**src/rtl/instr_fetch_unit.sv**
```systemverilog
// -----------------------------------------------------------------------------
// instr_fetch_unit
//   Fetch stage wrapped around an external PC register. Computes the next PC,
//   issues in-order instruction-memory requests (req/gnt), buffers returned
//   words with their PCs in an in-order queue and hands them to decode over a
//   valid/ready handshake. A redirect flushes the queue; responses still in
//   flight for flushed requests are counted in kill_cnt and discarded on return.
//
// Optional feature macro: IFU_MISALIGN_CHECK_EN
//   defined   : a redirect to a target with [1:0] != 0 enqueues a single fault
//               entry (instr = 32'h00000013) and fetching stops until the next
//               redirect.
//   undefined : the low two bits of the redirect target are forced to zero and
//               o_if_fault is always 0.
//
// Ports
//   clk, a_reset_n              clock, synchronous active-low reset
//   i_pc / o_next_pc            PC register output / PC register input
//   i_redirect, i_redirect_pc   one-cycle redirect pulse and its target
//   o_imem_req, o_imem_addr,
//   i_imem_gnt                  request channel (address = i_pc)
//   i_imem_rvalid, i_imem_rdata in-order response channel
//   o_if_valid, o_if_instr,
//   o_if_pc, o_if_fault,
//   i_id_ready                  decode handshake on the queue head
// -----------------------------------------------------------------------------

module instr_fetch_unit_chk (
   input logic clk,
   input logic a_reset_n,
   input logic rvalid,
   input logic has_unfilled,
   input logic has_kill
);
   // Every response must belong to either a queued request or a killed one.
   orphan_rvalid: assert property (@(posedge clk) disable iff (!a_reset_n)
                                   rvalid |-> (has_unfilled || has_kill));
endmodule

module instr_fetch_unit #(
   parameter int               WIDTH      = 32,
   parameter logic [WIDTH-1:0] RESET_PC   = {WIDTH{1'b0}},
   parameter int               FIFO_DEPTH = 4
) (
   input  logic             clk,
   input  logic             a_reset_n,
   input  logic [WIDTH-1:0] i_pc,
   output logic [WIDTH-1:0] o_next_pc,
   input  logic             i_redirect,
   input  logic [WIDTH-1:0] i_redirect_pc,
   output logic             o_imem_req,
   output logic [WIDTH-1:0] o_imem_addr,
   input  logic             i_imem_gnt,
   input  logic             i_imem_rvalid,
   input  logic [31:0]      i_imem_rdata,
   output logic             o_if_valid,
   output logic [31:0]      o_if_instr,
   output logic [WIDTH-1:0] o_if_pc,
   output logic             o_if_fault,
   input  logic             i_id_ready
);

`ifdef IFU_MISALIGN_CHECK_EN
   localparam bit MISALIGN_CHECK = 1'b1;
`else
   localparam bit MISALIGN_CHECK = 1'b0;
`endif

   localparam int              PTR_W = $clog2(FIFO_DEPTH);
   // Pointers carry one wrap bit so that full and empty are distinguishable.
   localparam int              CNT_W = PTR_W + 1;
   localparam logic [31:0]     NOP   = 32'h0000_0013;
   localparam logic [PTR_W-1:0] IDX0 = {PTR_W{1'b0}};

   logic [WIDTH-1:0]      pc_mem    [FIFO_DEPTH];
   logic [31:0]           instr_mem [FIFO_DEPTH];
   logic [FIFO_DEPTH-1:0] filled_vec;
   logic [FIFO_DEPTH-1:0] fault_vec;
   logic [CNT_W-1:0]      rd_ptr;
   logic [CNT_W-1:0]      wr_ptr;
   logic [CNT_W-1:0]      fill_ptr;
   logic [CNT_W-1:0]      kill_cnt;
   logic                  halt;

   logic [CNT_W-1:0]      occupancy;
   logic [CNT_W-1:0]      unfilled;
   logic [CNT_W:0]        budget;
   logic [CNT_W-1:0]      kill_next;
   logic                  misaligned;
   logic                  grant;
   logic                  rv_kill;
   logic                  rv_fill;
   logic                  deq;

   wire [PTR_W-1:0] rd_idx   = rd_ptr[PTR_W-1:0];
   wire [PTR_W-1:0] wr_idx   = wr_ptr[PTR_W-1:0];
   wire [PTR_W-1:0] fill_idx = fill_ptr[PTR_W-1:0];

   assign o_imem_addr = i_pc;
   assign o_if_instr  = instr_mem[rd_idx];
   assign o_if_pc     = pc_mem[rd_idx];

   // Queue status, issue decision, response routing and kill bookkeeping.
   always_comb begin
      occupancy  = wr_ptr - rd_ptr;
      unfilled   = wr_ptr - fill_ptr;
      // Killed responses still hold a slot so the queue can never be overrun.
      budget     = {1'b0, occupancy} + {1'b0, kill_cnt};
      misaligned = MISALIGN_CHECK && (i_redirect_pc[1:0] != 2'b00);
      o_imem_req = a_reset_n && !i_redirect && !halt &&
                   (budget < (CNT_W+1)'(FIFO_DEPTH));
      grant      = o_imem_req && i_imem_gnt;
      // Stale responses are always older than anything still queued.
      rv_kill    = i_imem_rvalid && (kill_cnt != {CNT_W{1'b0}});
      rv_fill    = i_imem_rvalid && (kill_cnt == {CNT_W{1'b0}}) &&
                   (unfilled != {CNT_W{1'b0}});
      o_if_valid = (occupancy != {CNT_W{1'b0}}) && filled_vec[rd_idx];
      o_if_fault = MISALIGN_CHECK ? (o_if_valid && fault_vec[rd_idx]) : 1'b0;
      deq        = o_if_valid && i_id_ready;
      // A response arriving in the redirect cycle retires its own entry.
      kill_next  = kill_cnt - CNT_W'(rv_kill) +
                   (i_redirect ? (unfilled - CNT_W'(rv_fill)) : {CNT_W{1'b0}});
   end

   // Next-PC selection: redirect, then sequential advance on grant, else hold.
   always_comb begin
      if (!a_reset_n) begin
         o_next_pc = RESET_PC;
      end else if (i_redirect) begin
         o_next_pc = MISALIGN_CHECK ? i_redirect_pc
                                    : {i_redirect_pc[WIDTH-1:2], 2'b00};
      end else if (grant) begin
         o_next_pc = i_pc + WIDTH'(32'd4);
      end else begin
         o_next_pc = i_pc;
      end
   end

   // Queue storage, pointers, kill counter and misalign halt flag.
   always_ff @(posedge clk) begin
      if (!a_reset_n) begin
         for (int i = 0; i < FIFO_DEPTH; i++) begin
            pc_mem[i]    <= {WIDTH{1'b0}};
            instr_mem[i] <= 32'h0000_0000;
         end
         filled_vec <= {FIFO_DEPTH{1'b0}};
         fault_vec  <= {FIFO_DEPTH{1'b0}};
         rd_ptr     <= {CNT_W{1'b0}};
         wr_ptr     <= {CNT_W{1'b0}};
         fill_ptr   <= {CNT_W{1'b0}};
         kill_cnt   <= {CNT_W{1'b0}};
         halt       <= 1'b0;
      end else if (i_redirect) begin
         rd_ptr   <= {CNT_W{1'b0}};
         kill_cnt <= kill_next;
         halt     <= misaligned;
         if (misaligned) begin
            pc_mem[IDX0]     <= i_redirect_pc;
            instr_mem[IDX0]  <= NOP;
            filled_vec[IDX0] <= 1'b1;
            fault_vec[IDX0]  <= 1'b1;
            wr_ptr           <= CNT_W'(1'b1);
            fill_ptr         <= CNT_W'(1'b1);
         end else begin
            wr_ptr   <= {CNT_W{1'b0}};
            fill_ptr <= {CNT_W{1'b0}};
         end
      end else begin
         kill_cnt <= kill_next;
         if (grant) begin
            pc_mem[wr_idx]     <= i_pc;
            filled_vec[wr_idx] <= 1'b0;
            fault_vec[wr_idx]  <= 1'b0;
            wr_ptr             <= wr_ptr + CNT_W'(1'b1);
         end
         if (rv_fill) begin
            instr_mem[fill_idx]  <= i_imem_rdata;
            filled_vec[fill_idx] <= 1'b1;
            fill_ptr             <= fill_ptr + CNT_W'(1'b1);
         end
         if (deq) begin
            rd_ptr <= rd_ptr + CNT_W'(1'b1);
         end
      end
   end

   instr_fetch_unit_chk u_chk (
      .clk          (clk),
      .a_reset_n    (a_reset_n),
      .rvalid       (i_imem_rvalid),
      .has_unfilled (unfilled != {CNT_W{1'b0}}),
      .has_kill     (kill_cnt != {CNT_W{1'b0}})
   );

endmodule

```
**config.mk**
```make
export PLATFORM = sky130hd
export DESIGN_NAME = instr_fetch_unit
export DESIGN_NICKNAME = d
export VERILOG_FILES = /design/src/rtl/instr_fetch_unit.sv
export SDC_FILE = /design/constraint.sdc
export NUM_CORES = 1
export LEC_CHECK = 0
export BUFFER_PORTS_ARGS = -buffer_cell sky130_fd_sc_hd__buf_4
export CORE_MARGIN = 5
export CORE_UTILIZATION = 32
export CTS_CLUSTER_SIZE = 14
export DETAILED_ROUTE_END_ITERATION = 7
export PLACE_DENSITY = 0.61
export SYNTH_ARGS = -nofsm -noshare
export SYNTH_HDL_FRONTEND = slang
export SYNTH_HIERARCHICAL = 1
export SYNTH_SLANG_ARGS = --single-unit
```
**constraint.sdc**
```tcl
create_clock -name clk -period 13.7 [get_ports clk]
set_input_delay 2.055 -clock clk [delete_from_list [all_inputs] [get_ports clk]]
set_output_delay 2.055 -clock clk [all_outputs]
set_load 0.1 [all_outputs]
```
Word level (Yosys, flattened, before mapping)
Memories as Yosys holds them, arrays and structs flattened. A register that Yosys moved wholly into a read port is not among the register bits.
Cells that the tools add are included.
Widths: inputs -> output; s select.

operators by class
  add/sub/neg operators = 10
  bitwise logic cells = 4
  mux-type cells = 33
  magnitude comparators = 6
  reductions and logical operators = 18

operator list
  cell                   number
  $mux 32                5
  $reduce_or 32->1       2
  $add 32x3->32 const B  1
  $mux 4                 4
  $mux 1                 14
  $mux 2                 6
  $logic_and 1x1->1      10
  $add 3x1->3 const B    3
  $lt 2x3->1 const B     3
  $reduce_bool 3->1      3
  $sub 3x1->3            2
  $sub 3x3->3            2
  $add 3x3->4            1
  $and 4x4->4            1
  $demux 1 s2            2
  $ge 2x1->1 const B     2
  $lt 4x3->1 const B     1
  $not 4->4              1
  $or 4x4->4             1
  $add 3x3->3            1
  $logic_not 3->1        1
  $mux 3                 1
  $bmux 1 s2             1
  $reduce_or 2->1        1
  2 further kinds        2

word-level totals
  memories kept = 2
  bits in registers = 16
  output and inout bits = 131
  logic and storage cells = 78
  RAM bits = 256

memories
  name       depth  bits a word  rd ports  clocked after memory_dff  wr ports  line  RTL
  instr_mem  4      32           1         1                         4         76    logic [31:0] instr_mem [FIFO_DEPTH];
  pc_mem     4      32           1         1                         4         75    logic [WIDTH-1:0] pc_mem [FIFO_DEPTH];

Logic depth before layout (Yosys ltp)
Gate-level depths: netlist of the first run.

  depth after elaboration = 11
  mapped depth = 18
  gate-level depth less buffers = 16

Worst setup path before layout of the first run
Ideal clock, no wire load.

  path type = input -> output
  start point = in i_pc[8]
  end point = out o_next_pc[23]
  arrival time = 4.992 ns
  path slack = 6.653 ns
  cell stages on the path = 7
  data required time = 11.645 ns
  path through = buf_6 > and4_1 > buf_6 > nand2_4 > or3_4 > or4_1 > a31oi_1

between the ends
  word-level cells in the longest chain between the ends = 4

ends and longest elaborated chain
  item             line  RTL
  start, declared  47    input logic [WIDTH-1:0] i_pc,
  $add 32x3->32    133   o_next_pc = i_pc + WIDTH'(32'd4);
  $mux 32          132   end else if (grant) begin
  $mux 32          129   end else if (i_redirect) begin
  $mux 32          127   if (!a_reset_n) begin
  end, declared    48    output logic [WIDTH-1:0] o_next_pc,

No other way between the ends.

Final worst setup path of the first run
  start point = reg wr_ptr[0]
  end point = out o_next_pc[28]

between the ends
  word-level cells in the longest chain between the ends = 8

ends and longest elaborated chain
  item                    line  RTL
  start, declared         80    logic [CNT_W-1:0] wr_ptr;
  start signal, assigned  149   wr_ptr <= {CNT_W{1'b0}};
  start signal, assigned  162   wr_ptr <= CNT_W'(1'b1);
  start signal, assigned  165   wr_ptr <= {CNT_W{1'b0}};
  $sub 3x3->3             105   occupancy = wr_ptr - rd_ptr;
  $add 3x3->4             108   budget = {1'b0, occupancy} + {1'b0, kill_cnt};
  $lt 4x3->1              111   (budget < (CNT_W+1)'(FIFO_DEPTH));
  $logic_and 1x1->1       110   o_imem_req = a_reset_n && !i_redirect && !halt &&
  $logic_and 1x1->1       112   grant = o_imem_req && i_imem_gnt;
  $mux 32                 132
  $mux 32                 129
  $mux 32                 127

No other way between the ends.

==> impl_metrics.env, run 1 <==
export IMPL_outcome="finished, final reports clean"
export IMPL_async_reset_ff_share_pct=0
export IMPL_overflow=0
export IMPL_cp_slowest_cell="dfxtp_1"
export IMPL_startpoint_type="flip-flop"
export IMPL_rows=75
export IMPL_ctsResizeCount=0
export IMPL_finalCriticalPeriod_ns=7.64
export IMPL_yosysSeqAreaShare_pct=59.7
export IMPL_syn_avg_cell_area_sq_um=14.1
export IMPL_routedWlPerCell_um=21.2
export IMPL_clockBufferDepth=3
export IMPL_critPathArrivalTime_ns=5.59
export IMPL_die_height_um=215
export IMPL_cts_buffers=30
export IMPL_drv_max_cap_violation_count=0
export IMPL_initial_core_util_pct=32.2
export IMPL_cts_tree="done"
export IMPL_synth_edf_count=256
export IMPL_crit_path_end_kind="output pin"
export IMPL_finalCritPeriodShare_pct=55.8
export IMPL_die_area_sq_mm=0.0464
export IMPL_worst_slack_ns=6.06
export IMPL_cts_hold_buf=0
export IMPL_dp_hpwl_mm=21.9
export IMPL_p_per_area_mw_per_mm2=128
export IMPL_synth_fp_nets=1082
export IMPL_io_pin_count=233
export IMPL_setup_viol=0
export IMPL_clock_sink_count=274
export IMPL_core_sq_mm=0.0419
export IMPL_drive_above_1_share_pct=32.9
export IMPL_dr_first_iter_drc_count=670
export IMPL_setup_tns_ns=0
export IMPL_worstMarginPinSlew_ns=1.08
export IMPL_grt_pass1_wl_mm=54.3
export IMPL_clkLatencyLatePin_ns=0.56
export IMPL_cts_root_buffer="clkbuf_16"
export IMPL_cts_setup_buffers=0
export IMPL_grt_max_degree=65
export IMPL_path_class="reg -> out"
export IMPL_viasPerCell=4.94
export IMPL_placed_area_sq_mm=0.0155
export IMPL_vias=8351
export IMPL_synthToLayoutAreaGrowth_pct=21.8
export IMPL_timing_fmax_mhz=131
export IMPL_dr_pass1_iters=5
export IMPL_rsz0062_at_grt="false"
export IMPL_drc=0
export IMPL_drtAntennaViolNets=0
export IMPL_crit_chain="clkinv_1, ha_1, inv_1, fa_1, xnor3_1, ha_1, nor3_4, nand4_1, nor4_1, xnor2_1, a21oi_1, buf_4"
export IMPL_ys_flop_type="edfxtp_1"
export IMPL_ys_ff_latch=274
export IMPL_h_tree_depth=1
export IMPL_required_ns=11.64
export IMPL_slew_violations=0
export IMPL_ir_drop_uv=49.7
export IMPL_holdWs_ns=0.499
export IMPL_clkTransAtPathRegs_ns=0.06
export IMPL_numPortBuffers=229
export IMPL_path_common_cell="ha_1"
export IMPL_grt_pass1_vias=8823
export IMPL_p_leak_nw=6.26
export IMPL_grt_use_total_pct=15.1
export IMPL_fin_area_sq_mm=0.0164
export IMPL_skew_ns=0.0224
export IMPL_gp_congestion=0.773
export IMPL_dp_slack_ns=6.33
export IMPL_ys_warn_count=6
export IMPL_hold_violations=0
export IMPL_antenna_found_initial=3
export IMPL_yosysUniqueCellTypes=56
export IMPL_cp_slowest_stage_delay_ns=0.91
export IMPL_fp_dieW_um=215
export IMPL_hold_path_class="reg -> reg"
export IMPL_nFillCells=3962
export IMPL_mappedNetlistArea_sq_mm=0.0135
export IMPL_relSlewSlack_pct=27.9
export IMPL_syn_inst=958
export IMPL_drt_wl_total_mm=35.8
export IMPL_path_max_fanout=19
export IMPL_nNetsFinal=1260
export IMPL_total_power_mw=2.10
export IMPL_regToRegSetupSlack_ns=8.34
routing by layer:
| layer | routed length (um) | share of wire [%] | vias up | global-route usage (%) |
|---|---|---|---|---|
| met2 | 17700 | 49 | 252 | 25.6 |
| met3 | 2180 | 6.1 | 63 | 3.42 |
| met4 | 996 | 2.8 | 2 | 4.31 |
| met5 | 13 | 0.036 | - | 0 |
| li1 | - | - | 3863 | - |
| met1 | 15000 | 42 | 4171 | 19.5 |
synthesized netlist by cell type (16+ instances only):
cell type	instances	share of area [%]
ha_1	19	1.8
mux4_2	65	11
clkbuf_1	36	1.0
and3_1	34	1.6
and2_1	202	9.4
nor2_1	17	0.47
xnor2_1	21	1.4
edfxtp_1	256	57
nor3_1	16	0.59
dfxtp_1	18	2.7
a21oi_1	29	1.1
nor4_1	17	0.79
o21ai_0	32	1.2
nand2_1	27	0.75
inv_1	18	0.50
buf_4	34	1.9
critical path: cells and delay by family (launching register included):
kind | cells | cell delay, ns
AND/OR/NAND/NOR | 3 | 1.59
buffers and inverters | 3 | 1.11
flip-flops | 1 | 0.91
adder cells (fa/ha/maj) | 3 | 0.91
XOR/XNOR | 2 | 0.34
AO/OA/AOI/OAI | 1 | 0.16
metrics by stage:
| stage | utilization [%] | instances |
|---|---|---|
| floorplan | - | 958 |
| finish | 39.3 | 1692 |
| global route | 39.3 | 1691 |
| detailed placement | 37.0 | 1643 |
| global placement | 37.0 | 1643 |
| CTS | 39.2 | 1690 |
registers in the layout, summed over array words and instances (netlist names), named ones only:
register	count
instr_mem	128
rd_ptr	3
wr_ptr	3
fill_ptr	3
filled_vec	4
kill_cnt	3
pc_mem	128
final cells by class:
cell class                      count  area, sq um  area share [%]
Sequential cell                   274         8060            49.0
Multi-Input combinational cell    566         4870            29.6
Timing Repair Buffer              244         1830            11.1
Clock buffer                       38          802            4.88
Tap cell                          539          674            4.10
Clock inverter                      9          119           0.723
Inverter                           20         75.1           0.457
Antenna cell                        2         5.00          0.0305
report_power, final:
part	total, mW	internal, mW	switching, mW	leakage, nW
registers	0.964	0.952	0.0116	2.79
logic	0.362	0.0894	0.272	3.02
clock network	0.775	0.462	0.313	0.445
worst paths after layout:
check / start / to / cells past startpoint
worst min-delay path: filled_vec[3] / filled_vec[3] / 1
worst max-delay path: wr_ptr[0] / o_next_pc[28] / 12
worst min register to register: filled_vec[3] / filled_vec[3] / 1
worst max register to register: wr_ptr[0] / pc_mem[2][9] / 11
cells in the final DEF, fill, tap and decap left out, drive strengths merged, types with 4 or more instances in the layout:
| master | count |
|---|---|
| edfxtp | 256 |
| buf | 244 |
| and2 | 207 |
| mux4 | 65 |
| clkbuf | 38 |
| and3 | 34 |
| o21ai | 32 |
| a21oi | 29 |
| nand2 | 28 |
| xnor2 | 21 |
| nor4 | 21 |
| ha | 19 |
| inv | 18 |
| dfxtp | 18 |
| nor2 | 17 |
| nor3 | 17 |
| xor2 | 13 |
| nand3 | 9 |
| nand4 | 8 |
| clkinv | 7 |
| nand2b | 7 |
| and4 | 5 |
| a32o | 4 |
| or4 | 4 |
logic make-up (layout without fill, tap and decap cells):
group / count (synthesis) / after routing / synth area share (%)
buffers and inverters: 118 / 311 / 4.67
flip-flops: 274 / 274 / 59.7
other: 1 / 3 / 0.0278
adder cells (fa/ha/maj): 22 / 22 / 2.21
AND/OR/NAND/NOR: 365 / 365 / 16.8
XOR/XNOR: 36 / 36 / 2.54
AO/OA/AOI/OAI: 77 / 77 / 3.27
multiplexers: 65 / 65 / 10.9
Power figures use the tool's default switching activity.
==> run 2: changes to the inputs <==
Settings changed: ABC_AREA from default to 1.
Clock period 13.7 ns to 7.7 ns, I/O delays scaled along.
==> impl_metrics.env, run 2 <==
export IMPL_grt_max_degree=71
export IMPL_placed_area_sq_mm=0.0160
export IMPL_r2r_start="wr_ptr[0]"
export IMPL_path_max_fanout=60
export IMPL_cts_setup_buffers=0
export IMPL_synth_compound_area_share_pct=10.4
export IMPL_drive_above_1_share_pct=21.9
export IMPL_synth_top_family_by_area="simple AND/OR/NAND/NOR gates"
export IMPL_holdPathStages=2
export IMPL_clockBufferDepth=3
export IMPL_syn_avg_cell_area_sq_um=9.31
export IMPL_overflow=0
export IMPL_die_height_um=220
export IMPL_dr_pass1_iters=5
export IMPL_hold_path_class="reg -> reg"
export IMPL_numPortBuffers=229
export IMPL_async_reset_ff_share_pct=0
export IMPL_synth_edf_count=256
export IMPL_ys_warn_count=6
export IMPL_core_sq_mm=0.0434
export IMPL_timing_fmax_mhz=167
export IMPL_critPathArrivalTime_ns=4.85
export IMPL_path_class="in -> out"
export IMPL_antenna_found_initial=0
export IMPL_worstMarginPinSlew_ns=1.03
export IMPL_synthToLayoutAreaGrowth_pct=20.3
export IMPL_drt_wl_total_mm=41.6
export IMPL_setup_tns_ns=0
export IMPL_yosysUniqueCellTypes=38
export IMPL_vias=11300
export IMPL_largestRegisters="instr_mem (128), pc_mem (128), filled_vec (4)"
export IMPL_gp_congestion=0.871
export IMPL_p_leak_nw=7.05
export IMPL_clkTransAtPathRegs_ns=0.05
export IMPL_die_area_sq_mm=0.0483
export IMPL_cts_tree="done"
export IMPL_relSlewSlack_pct=31.0
export IMPL_viasPerCell=4.98
export IMPL_ys_ff_latch=274
export IMPL_dr_first_iter_drc_count=918
export IMPL_initial_core_util_pct=32.5
export IMPL_io_pin_count=233
export IMPL_synth_common_cells="nor2_1 (362), edfxtp_1 (256), nand2_1 (181), o21ai_0 (174), inv_1 (104)"
export IMPL_clkLatencyLatePin_ns=0.56
export IMPL_nFillCells=4325
export IMPL_rsz0062_at_grt="false"
export IMPL_routedWlPerCell_um=18.3
export IMPL_finalCriticalPeriod_ns=6.00
export IMPL_most_common_layout_cells="nor2_1 (362), edfxtp_1 (256), buf_4 (247), nand2_1 (180), o21ai_0 (172)"
export IMPL_finalCritPeriodShare_pct=78.0
export IMPL_grt_pass1_wl_mm=63.1
export IMPL_hold_violations=0
export IMPL_grt_pass1_vias=11100
export IMPL_dp_hpwl_mm=25.9
export IMPL_multi_input_area_sq_mm=0.00499
export IMPL_netlist_area_leader_share_pct=54.6
export IMPL_synth_area_leaders="edfxtp_1 (55%), nor2_1 (9.6%), o21ai_0 (6.2%)"
export IMPL_clock_sink_count=274
export IMPL_min_to="filled_vec[3]"
export IMPL_rows=76
export IMPL_p_per_area_mw_per_mm2=228
export IMPL_fin_area_sq_mm=0.0170
export IMPL_mappedNetlistArea_sq_mm=0.0141
export IMPL_required_ns=6.55
export IMPL_min_from="filled_vec[3]"
export IMPL_seq_area_sq_mm=0.00805
export IMPL_ir_drop_uv=168
export IMPL_drc=0
export IMPL_nNetsFinal=1792
export IMPL_ctsResizeCount=0
export IMPL_cts_hold_buf=0
export IMPL_outcome="finished, final reports clean"
export IMPL_startpoint_type="primary input"
export IMPL_h_tree_depth=1
export IMPL_cts_root_buffer="clkbuf_16"
export IMPL_yosysSeqAreaShare_pct=57.1
export IMPL_r2r_end="pc_mem[1][9]"
export IMPL_muxShareOfSynthArea_pct=0
export IMPL_rr_worst_depth=18
export IMPL_slew_violations=0
export IMPL_cts_buffers=30
export IMPL_syn_inst=1514
export IMPL_regToRegSetupSlack_ns=3.12
export IMPL_final_common_cell="nor2_1"
export IMPL_ys_flop_type="edfxtp_1"
export IMPL_synth_simple_area_share_pct=21.7
export IMPL_fin_util_pct=39.1
export IMPL_drtAntennaViolNets=0
export IMPL_synth_xor_area_share_pct=0.746
export IMPL_fp_dieW_um=220
export IMPL_skew_ns=0.0112
export IMPL_drv_max_cap_violation_count=0
export IMPL_crit_path_end_kind="output pin"
export IMPL_grt_use_total_pct=16.6
export IMPL_synth_fp_nets=1638
export IMPL_setup_viol=0
export IMPL_synth_top_area_cell="edfxtp_1"
export IMPL_yosysMostFrequentCell="nor2_1"
export IMPL_n_antenna_cell=0
export IMPL_synth_adder_area_share_pct=2.11
-- run 2: logic make-up after synthesis --
family / Yosys count
fa+ha+maj: 22
flops: 274
compound gates: 274
other cells: 1
simple gates: 698
buf+inv: 233
xor+xnor: 12
-- run 2: how the worst max path moves through the flow --
| stage | from | end | slack, ns | cells after the start |
|---|---|---|---|---|
| after global routing | i_redirect | o_next_pc[7] | 1.34 | 10 |
| after detailed placement | i_redirect | o_next_pc[9] | 1.72 | 11 |
| after global placement | i_redirect | o_next_pc[7] | 1.73 | 10 |
| after floorplan | wr_ptr[0] | o_next_pc[31] | 2.31 | 17 |
| after CTS | i_redirect | o_next_pc[9] | 1.73 | 11 |
| final | i_redirect | o_next_pc[7] | 1.70 | 10 |
-- run 2: layer usage --
layer  vias to the layer above  part of all wire [%]  global-route usage (%)
met5                         -                     0                       0
met4                         0                   1.9                    4.10
met3                        44                   6.5                    1.68
met2                       408                    48                    28.1
met1                      5439                    44                    23.1
li1                       5410                     -                       -
-- run 2: worst max-delay path: stages --
cell and delay, ns:
buf_4 0.14, inv_2 0.66, nand2_2 0.59, nor2_1 0.26, nand3_2 0.08, buf_4 0.36, inv_1 0.79, o21ai_0 0.27
a21oi_1 0.19, buf_4 0.31
-- run 2: metrics by stage --
stage | std cells | power, mW | hold slack [ns] | setup slack [ns]
after floorplan | 1514 | 2.33 | 0.444 | 2.31
after global placement | 2221 | 2.53 | 0.468 | 1.73
after detailed placement | 2221 | 2.54 | 0.461 | 1.72
after CTS | 2271 | 3.90 | 0.473 | 1.73
after global routing | 2271 | 4.01 | 0.499 | 1.34
final | 2271 | 3.87 | 0.472 | 1.70
-- run 2: cell type report --
type / count / share of cell area (%)
clock buffers: 38 / 4.73
multi-input cells: 1007 / 29.4
repair buffers: 247 / 10.9
flip-flops and latches: 274 / 47.5
well taps: 585 / 4.32
clock inverters: 12 / 0.672
inverters: 108 / 2.42
-- run 2: power breakdown --
group	internal [mW]	total, mW	switching, mW	leakage [nW]
Sequential	1.72	1.74	0.0271	2.79
Clock	0.796	1.36	0.561	0.449
Combinational	0.168	0.766	0.598	3.81
Total	2.68	3.87	1.19	7.05
